<file path="src/rtl/interp_pkg.sv">
// Shared constants, types and width helpers for the multi-engine RAM arbiter.
package interp_pkg;

  localparam int unsigned ARB_RR    = 0;
  localparam int unsigned ARB_FIXED = 1;

  // Read tags are sized for the largest supported channel count (16).
  localparam int unsigned TAG_IDW = 4;

  typedef struct packed {
    logic               vld;
    logic [TAG_IDW-1:0] id;
  } rd_tag_t;

  function automatic int unsigned clog2(input int unsigned n);
    int unsigned r;
    int unsigned v;
    r = 0;
    v = 1;
    while (v < n) begin
      v = v << 1;
      r++;
    end
    return r;
  endfunction

  function automatic int unsigned id_width(input int unsigned n);
    return (clog2(n) < 1) ? 1 : clog2(n);
  endfunction

endpackage

</file>
<file path="src/rtl/interp_ram_arbiter_if.sv">
// Channel-side handshakes and RAM-side command/data bundle of the arbiter.
interface interp_ram_arbiter_if #(
  parameter int unsigned WORD_SIZE     = 16,
  parameter int unsigned ADDRESS_WIDTH = 16,
  parameter int unsigned NUM_CH        = 4
);

  logic [NUM_CH-1:0]               ch_req;
  logic [NUM_CH-1:0]               ch_we;
  logic [NUM_CH-1:0]               ch_lock;
  logic [NUM_CH*ADDRESS_WIDTH-1:0] ch_addr;
  logic [NUM_CH*WORD_SIZE-1:0]     ch_wdata;
  logic [NUM_CH-1:0]               ch_gnt;
  logic [NUM_CH-1:0]               ch_rvalid;
  logic [WORD_SIZE-1:0]            ch_rdata;

  logic                            ram_we;
  logic [ADDRESS_WIDTH-1:0]        ram_addr;
  logic [WORD_SIZE-1:0]            ram_wdata;
  logic [WORD_SIZE-1:0]            ram_rdata;

  // Requesters plus RAM instance.
  modport master (
    output ch_req, ch_we, ch_lock, ch_addr, ch_wdata, ram_rdata,
    input  ch_gnt, ch_rvalid, ch_rdata, ram_we, ram_addr, ram_wdata
  );

  // Arbiter.
  modport slave (
    input  ch_req, ch_we, ch_lock, ch_addr, ch_wdata, ram_rdata,
    output ch_gnt, ch_rvalid, ch_rdata, ram_we, ram_addr, ram_wdata
  );

endinterface

</file>
<file path="src/rtl/interp_ram_arbiter_picker.sv">
// Rotating-priority picker: first requester at or after i_start, wrapping.
module rr_priority_picker
  import interp_pkg::*;
#(
  parameter  int unsigned NUM_CH = 4,
  localparam int unsigned IDW    = id_width(NUM_CH)
) (
  input  logic [NUM_CH-1:0] i_req,
  input  logic [IDW-1:0]    i_start,
  output logic [NUM_CH-1:0] o_gnt,
  output logic [IDW-1:0]    o_idx
);

  logic w_found;

  // Two ascending passes: indices at/after the start first, then the wrap-around.
  always_comb begin
    o_gnt   = '0;
    o_idx   = '0;
    w_found = 1'b0;
    for (int unsigned c = 0; c < NUM_CH; c++) begin
      if (!w_found && i_req[c] && (c >= 32'(i_start))) begin
        w_found  = 1'b1;
        o_gnt[c] = 1'b1;
        o_idx    = IDW'(c);
      end
    end
    for (int unsigned c = 0; c < NUM_CH; c++) begin
      if (!w_found && i_req[c]) begin
        w_found  = 1'b1;
        o_gnt[c] = 1'b1;
        o_idx    = IDW'(c);
      end
    end
  end

endmodule

</file>
<file path="src/rtl/interp_ram_arbiter.sv">
// N-channel single-port RAM arbiter with read-return tagging and starvation flag.
module interp_ram_arbiter
  import interp_pkg::*;
#(
  parameter  int unsigned WORD_SIZE     = 16,
  parameter  int unsigned ADDRESS_WIDTH = 16,
  parameter  int unsigned NUM_CH        = 4,
  parameter  int unsigned RD_LATENCY    = 1,
  parameter  int unsigned ARB_MODE      = ARB_RR,
  parameter  int unsigned MAX_WAIT      = 64,
  localparam int unsigned IDW           = id_width(NUM_CH),
  localparam int unsigned CW            = clog2(MAX_WAIT + 1)
) (
  input  logic                clk,
  input  logic                rst,
  interp_ram_arbiter_if.slave bus,
  output logic                starve_err,
  output logic [IDW-1:0]      starve_ch
);

  logic [IDW-1:0]           r_ptr;
  logic [IDW-1:0]           w_start;
  logic [NUM_CH-1:0]        w_pick;
  logic [NUM_CH-1:0]        w_gnt;
  logic [IDW-1:0]           w_idx;
  logic                     w_any;
  logic                     w_sel_we;
  logic                     w_sel_lock;
  logic [ADDRESS_WIDTH-1:0] w_sel_addr;
  logic [ADDRESS_WIDTH-1:0] r_addr_hold;
  logic [WORD_SIZE-1:0]     w_sel_wdata;
  logic [WORD_SIZE-1:0]     r_wdata_hold;
  rd_tag_t                  r_tag [RD_LATENCY];
  logic [CW-1:0]            r_wait [NUM_CH];
  logic [CW-1:0]            w_wait_nxt [NUM_CH];
  logic                     w_hit;
  logic [IDW-1:0]           w_hit_ch;

  assign w_start = (ARB_MODE == ARB_FIXED) ? '0 : r_ptr;

  rr_priority_picker #(.NUM_CH(NUM_CH)) u_picker (
    .i_req   (bus.ch_req),
    .i_start (w_start),
    .o_gnt   (w_pick),
    .o_idx   (w_idx)
  );

  // Gating with rst keeps grants and RAM writes quiet while reset is held.
  assign w_gnt = rst ? w_pick : '0;
  assign w_any = |w_gnt;

  always_comb begin
    w_sel_we    = 1'b0;
    w_sel_lock  = 1'b0;
    w_sel_addr  = '0;
    w_sel_wdata = '0;
    for (int unsigned c = 0; c < NUM_CH; c++) begin
      if (w_gnt[c]) begin
        w_sel_we    = bus.ch_we[c];
        w_sel_lock  = bus.ch_lock[c];
        w_sel_addr  = bus.ch_addr[c*ADDRESS_WIDTH +: ADDRESS_WIDTH];
        w_sel_wdata = bus.ch_wdata[c*WORD_SIZE +: WORD_SIZE];
      end
    end
  end

  assign bus.ch_gnt    = w_gnt;
  assign bus.ram_we    = w_any & w_sel_we;
  assign bus.ram_addr  = w_any ? w_sel_addr  : r_addr_hold;
  assign bus.ram_wdata = w_any ? w_sel_wdata : r_wdata_hold;
  assign bus.ch_rdata  = bus.ram_rdata;

  always_ff @(posedge clk or negedge rst) begin
    if (!rst) begin
      r_addr_hold  <= '0;
      r_wdata_hold <= '0;
    end else if (w_any) begin
      r_addr_hold  <= w_sel_addr;
      r_wdata_hold <= w_sel_wdata;
    end
  end

  always_ff @(posedge clk or negedge rst) begin
    if (!rst) begin
      r_ptr <= '0;
    end else if (ARB_MODE == ARB_FIXED || NUM_CH == 1) begin
      r_ptr <= '0;
    end else if (w_any) begin
      if (w_sel_lock)                      r_ptr <= w_idx;
      else if (w_idx == IDW'(NUM_CH - 1))  r_ptr <= '0;
      else                                 r_ptr <= w_idx + IDW'(1);
    end
  end

  // Read-return tag pipeline; the tail stage lines up with RAM read data.
  always_ff @(posedge clk or negedge rst) begin
    if (!rst) begin
      for (int unsigned i = 0; i < RD_LATENCY; i++) r_tag[i] <= '0;
    end else begin
      r_tag[0].vld <= w_any & ~w_sel_we;
      r_tag[0].id  <= TAG_IDW'(w_idx);
      for (int unsigned i = 1; i < RD_LATENCY; i++) r_tag[i] <= r_tag[i-1];
    end
  end

  always_comb begin
    bus.ch_rvalid = '0;
    for (int unsigned c = 0; c < NUM_CH; c++) begin
      bus.ch_rvalid[c] = r_tag[RD_LATENCY-1].vld &&
                         (r_tag[RD_LATENCY-1].id == TAG_IDW'(c));
    end
  end

  always_comb begin
    w_wait_nxt = '{default: '0};
    w_hit      = 1'b0;
    w_hit_ch   = '0;
    for (int unsigned c = 0; c < NUM_CH; c++) begin
      if (!bus.ch_req[c] || w_gnt[c])          w_wait_nxt[c] = '0;
      else if (r_wait[c] == CW'(MAX_WAIT))     w_wait_nxt[c] = r_wait[c];
      else                                     w_wait_nxt[c] = r_wait[c] + CW'(1);
      if (!w_hit && (w_wait_nxt[c] == CW'(MAX_WAIT))) begin
        w_hit    = 1'b1;
        w_hit_ch = IDW'(c);
      end
    end
  end

  always_ff @(posedge clk or negedge rst) begin
    if (!rst) begin
      r_wait     <= '{default: '0};
      starve_err <= 1'b0;
      starve_ch  <= '0;
    end else begin
      r_wait <= w_wait_nxt;
      if (!starve_err && w_hit) begin
        starve_err <= 1'b1;
        starve_ch  <= w_hit_ch;
      end
    end
  end

endmodule

</file>
<file path="src/flat_wrapper.sv">
// flat-port wrapper written by rule: the top's interface ports become plain ports
module interp_ram_arbiter_flat import interp_pkg::*;
#(
  parameter  int unsigned WORD_SIZE     = 16,
  parameter  int unsigned ADDRESS_WIDTH = 16,
  parameter  int unsigned NUM_CH        = 4,
  parameter  int unsigned RD_LATENCY    = 1,
  parameter  int unsigned ARB_MODE      = ARB_RR,
  parameter  int unsigned MAX_WAIT      = 64,
  localparam int unsigned IDW           = id_width(NUM_CH),
  localparam int unsigned CW            = clog2(MAX_WAIT + 1)
)
  (clk, rst, starve_err, starve_ch, bus_ch_req, bus_ch_we, bus_ch_lock, bus_ch_addr, bus_ch_wdata, bus_ram_rdata, bus_ch_gnt, bus_ch_rvalid, bus_ch_rdata, bus_ram_we, bus_ram_addr, bus_ram_wdata);
  interp_ram_arbiter_if #(.WORD_SIZE(WORD_SIZE), .ADDRESS_WIDTH(ADDRESS_WIDTH), .NUM_CH(NUM_CH)) bus_i ();
  input  logic clk;
  input  logic rst;
  output logic starve_err;
  output logic [IDW-1:0] starve_ch;
  input wire logic [$bits(bus_i.ch_req)-1:0] bus_ch_req;
  input wire logic [$bits(bus_i.ch_we)-1:0] bus_ch_we;
  input wire logic [$bits(bus_i.ch_lock)-1:0] bus_ch_lock;
  input wire logic [$bits(bus_i.ch_addr)-1:0] bus_ch_addr;
  input wire logic [$bits(bus_i.ch_wdata)-1:0] bus_ch_wdata;
  input wire logic [$bits(bus_i.ram_rdata)-1:0] bus_ram_rdata;
  output wire logic [$bits(bus_i.ch_gnt)-1:0] bus_ch_gnt;
  output wire logic [$bits(bus_i.ch_rvalid)-1:0] bus_ch_rvalid;
  output wire logic [$bits(bus_i.ch_rdata)-1:0] bus_ch_rdata;
  output wire logic [$bits(bus_i.ram_we)-1:0] bus_ram_we;
  output wire logic [$bits(bus_i.ram_addr)-1:0] bus_ram_addr;
  output wire logic [$bits(bus_i.ram_wdata)-1:0] bus_ram_wdata;
  assign bus_i.ch_req = bus_ch_req;
  assign bus_i.ch_we = bus_ch_we;
  assign bus_i.ch_lock = bus_ch_lock;
  assign bus_i.ch_addr = bus_ch_addr;
  assign bus_i.ch_wdata = bus_ch_wdata;
  assign bus_i.ram_rdata = bus_ram_rdata;
  assign bus_ch_gnt = bus_i.ch_gnt;
  assign bus_ch_rvalid = bus_i.ch_rvalid;
  assign bus_ch_rdata = bus_i.ch_rdata;
  assign bus_ram_we = bus_i.ram_we;
  assign bus_ram_addr = bus_i.ram_addr;
  assign bus_ram_wdata = bus_i.ram_wdata;
  interp_ram_arbiter #(.WORD_SIZE(WORD_SIZE), .ADDRESS_WIDTH(ADDRESS_WIDTH), .NUM_CH(NUM_CH), .RD_LATENCY(RD_LATENCY), .ARB_MODE(ARB_MODE), .MAX_WAIT(MAX_WAIT)) u_core (.clk(clk), .rst(rst), .bus(bus_i), .starve_err(starve_err), .starve_ch(starve_ch));
endmodule
</file>
<file path="config.mk">
export PLATFORM = sky130hd
export DESIGN_NAME = interp_ram_arbiter_flat
export DESIGN_NICKNAME = d
export VERILOG_FILES = /design/src/rtl/interp_pkg.sv /design/src/rtl/interp_ram_arbiter_if.sv /design/src/rtl/interp_ram_arbiter_picker.sv /design/src/rtl/interp_ram_arbiter.sv /design/src/flat_wrapper.sv
export SDC_FILE = /design/constraint.sdc
export NUM_CORES = 1
export LEC_CHECK = 0
export ABC_AREA = 1
export BUFFER_PORTS_ARGS = -buffer_cell sky130_fd_sc_hd__buf_2
export CORE_MARGIN = 2
export CORE_UTILIZATION = 42
export DETAILED_ROUTE_END_ITERATION = 7
export GPL_TIMING_DRIVEN = 0
export PLACE_DENSITY = 0.78
export SLEW_MARGIN = 20
export SYNTH_ARGS = -nofsm -noshare
export SYNTH_HDL_FRONTEND = slang
export SYNTH_HIERARCHICAL = 1
export SYNTH_SLANG_ARGS = --single-unit
</file>
<file path="constraint.sdc">
create_clock -name clk -period 1.9 [get_ports clk]
set_input_delay 0.19 -clock clk [delete_from_list [all_inputs] [get_ports clk]]
set_output_delay 0.19 -clock clk [all_outputs]
set_load 0.02 [all_outputs]
</file>
==> impl_metrics.ini <==
[logic_synthesis]
synth_top_flop_cell = dfrtp_1
synth-xor-area-share = 0.0123
synth_compound_area_frac = 0.155
yosysWarnings = 6
synth_mux_area_frac = 0
ys_types = 30
ys_top_cells_by_count = nand2_1, inv_1, dfrtp_1
syn_nets = 737
synth_area_leader_cell = dfrtp_1
avgSynthCellArea_um2 = 7.52
synth_top_family_by_area = simple AND/OR/NAND/NOR gates
ys_seq_elements = 68
yosysSeqAreaShare = 0.397
synth-simple-area-share = 0.292
syn_area_um2 = 4280
synth-edff-count = 0
synth.most_common_cell = nand2_1
synth_top_area_frac = 0.397
synth_adder_area_share = 0.0263
synthTopCellsByArea = dfrtp_1, nand2_1, a221oi_1, inv_1, nand3_1
synthArstFlopShare = 1.00
netlist_instances = 570

[final_layout]
syn_to_final_growth_pct = 88.9
layout.cells.non_filler = 986
final_nets = 1012
drive_gt1_frac = 0.548

[timing]
min_period_ns = 3.14
max_slew_margin = 0.470
hold_viol_final = 0
fin_worst_skew_ns = 0.0140
setup_slack_ns = -1.24
worst_slew_pin_slew_ns = 0.792
period_share = 1.65
setup_viol = 96
finalMaxSlewViolations = 0
setup_tns_ns = -58.21
whs_ns = 0.0870
rsz0062_at_grt = true
clock.fmax_mhz = 319

[drt]
first_pass_iters = 8
vias = 6504
drtAntennaViolNets = 0
drc = 19
routed_wirelength_um = 26100
wl_per_cell_um = 26.5
drtIter0Drc = 830
viasPerCell = 6.60

[pwr]
power_w = 0.0114
peakVddDrop_uv = 1170
p_leak_nw = 4.04
powerDensity_nw_per_um2 = 1400

[clock_tree]
numCtsBuffers = 9
htreeDepth = 3
clk_pin_slew_ns = 0.09
cts_tree = built
cts-root-buf = clkbuf_8
clk_latency_ns = 0.36
clockBufferDepth = 2
clkSinkCount = 68

[outcome]
violations = DRC, setup timing
status = finished with violations

[critical_path]
end_kind = output port
critPathKind = flop to output port
cp_max_fo = 10
startpoint_type = flop
required_ns = 1.71
worstPathArrival_ns = 2.95

[run]
cap_viol_max_count = 0

[die]
die_h_um = 105
ios = 218
core_um2 = 9820
die_x_um = 105
rows = 36
initial_core_util = 0.436
design.die.area_um2 = 11000

[placement]
dp.cells = 905
gp_congestion = 0.931
post-dp-hpwl_um = 11400
portBuffers = 201
dpl_worst_slack_ns = -0.688

[worst_hold_path]
holdCritPathClass = input port to flop

[grt]
grt.total_usage = 0.296
grt_pass1_wl_um = 26000
grt_max_degree = 45
antenna_found_initial = 3
gr-total-overflow = 0
grt_pass1_vias = 5456
[logic make-up (layout without fill, tap and decap cells)]
logic type,Yosys count,count (layout)
compound gates,82,82
xor+xnor,6,6
fa+ha+maj,9,9
buf+inv,114,393
flops,68,68
other cells,0,3
simple gates,291,292
[registers in the layout, summed over array words and instances, names as in the netlist]
signal               cells
u_core/r_ptr             2
u_core/r_addr_hold      16
u_core/starve_ch         2
u_core/starve_err        1
u_core/r_wdata_hold     16
u_core/r_wait           28
u_core/r_tag             3
[timing repair]
action | in CTS | in global routing
cloned | 3 | 4
setup buffers | 27 | 26
endpoints found under the hold margin | 24 | 13
endpoints found under the setup margin | 74 | 80
hold buffers | 3 | 1
pin swaps | 16 | 35
gates resized for setup | 165 | 137
[worst max-delay path: stages (launching register included)]
cell and delay [ns]:
dfrtp_1 0.45, nand2_1 0.14, nand2_2 0.11, nand2_2 0.06, nor2_4 0.13, nand4_1 0.22, nand2_2 0.18, nand2_4 0.10
buf_4 0.20, nor2_1 0.62, o311ai_4 0.18, buf_6 0.18
[where the power goes]
part	internal, W	leakage (nW)	switching [W]
clock network	0.000882	0.120	0.000658
logic	0.00342	3.06	0.00411
registers	0.00190	0.864	0.000394
[per-stage QoR]
step	area (um^2)	util
detailed placement	5920	0.603
global route	8090	0.824
CTS	7120	0.725
finish	8090	0.824
floorplan	4720	-
global placement	5890	0.600
[routing by layer]
layer  GRT usage  up-vias  part of all wire
met5           0        -           0.00050
met4       0.150        2              0.12
met3      0.0468      295              0.13
met2       0.547      758              0.44
met1       0.326     2958              0.31
li1            -     2491                 -
[placed cells by master, fill, tap and decap left out, types with 7 or more instances in the layout]
master and n:
a221oi_2 12, a221oi_4 18, buf_2 167, buf_4 66, buf_6 46, clkbuf_8 11
dfrtp_1 68, ha_1 9, inv_1 67, nand2_1 104, nand2_2 23, nand2_4 19
nand3_1 31, nand3_2 18, nand4_1 18, nor2_1 57, nor2_4 7, o311ai_4 30
[path summary, 6_finish.rpt]
path	from	end	slack [ns]	cells after the start
worst max-delay path	u_core/r_ptr[1]	bus_ram_addr[0]	-1.24	11
worst min-delay path	bus_ch_wdata[63]	u_core/r_wdata_hold[15]	0.09	3
worst max register to register	u_core/r_ptr[1]	u_core/starve_ch[0]	-0.81	19
worst min register to register	u_core/starve_ch[0]	u_core/starve_ch[0]	0.48	2
max in group asynchronous	rst	u_core/r_wait[12]	1.05	3
min in group asynchronous	rst	u_core/r_addr_hold[11]	0.49	3
[cell type report]
cell class              instances  area [um^2]
well taps                     133          166
multi-input cells             389         3390
clock buffers                   9          124
clock inverters                 7          124
fillers                       461         1730
plain buffers                  38          389
inverters                      74          315
flip-flops and latches         68         1700
diodes                          3         7.51
repair buffers                265         1870
Power figures use the tool's default switching activity.
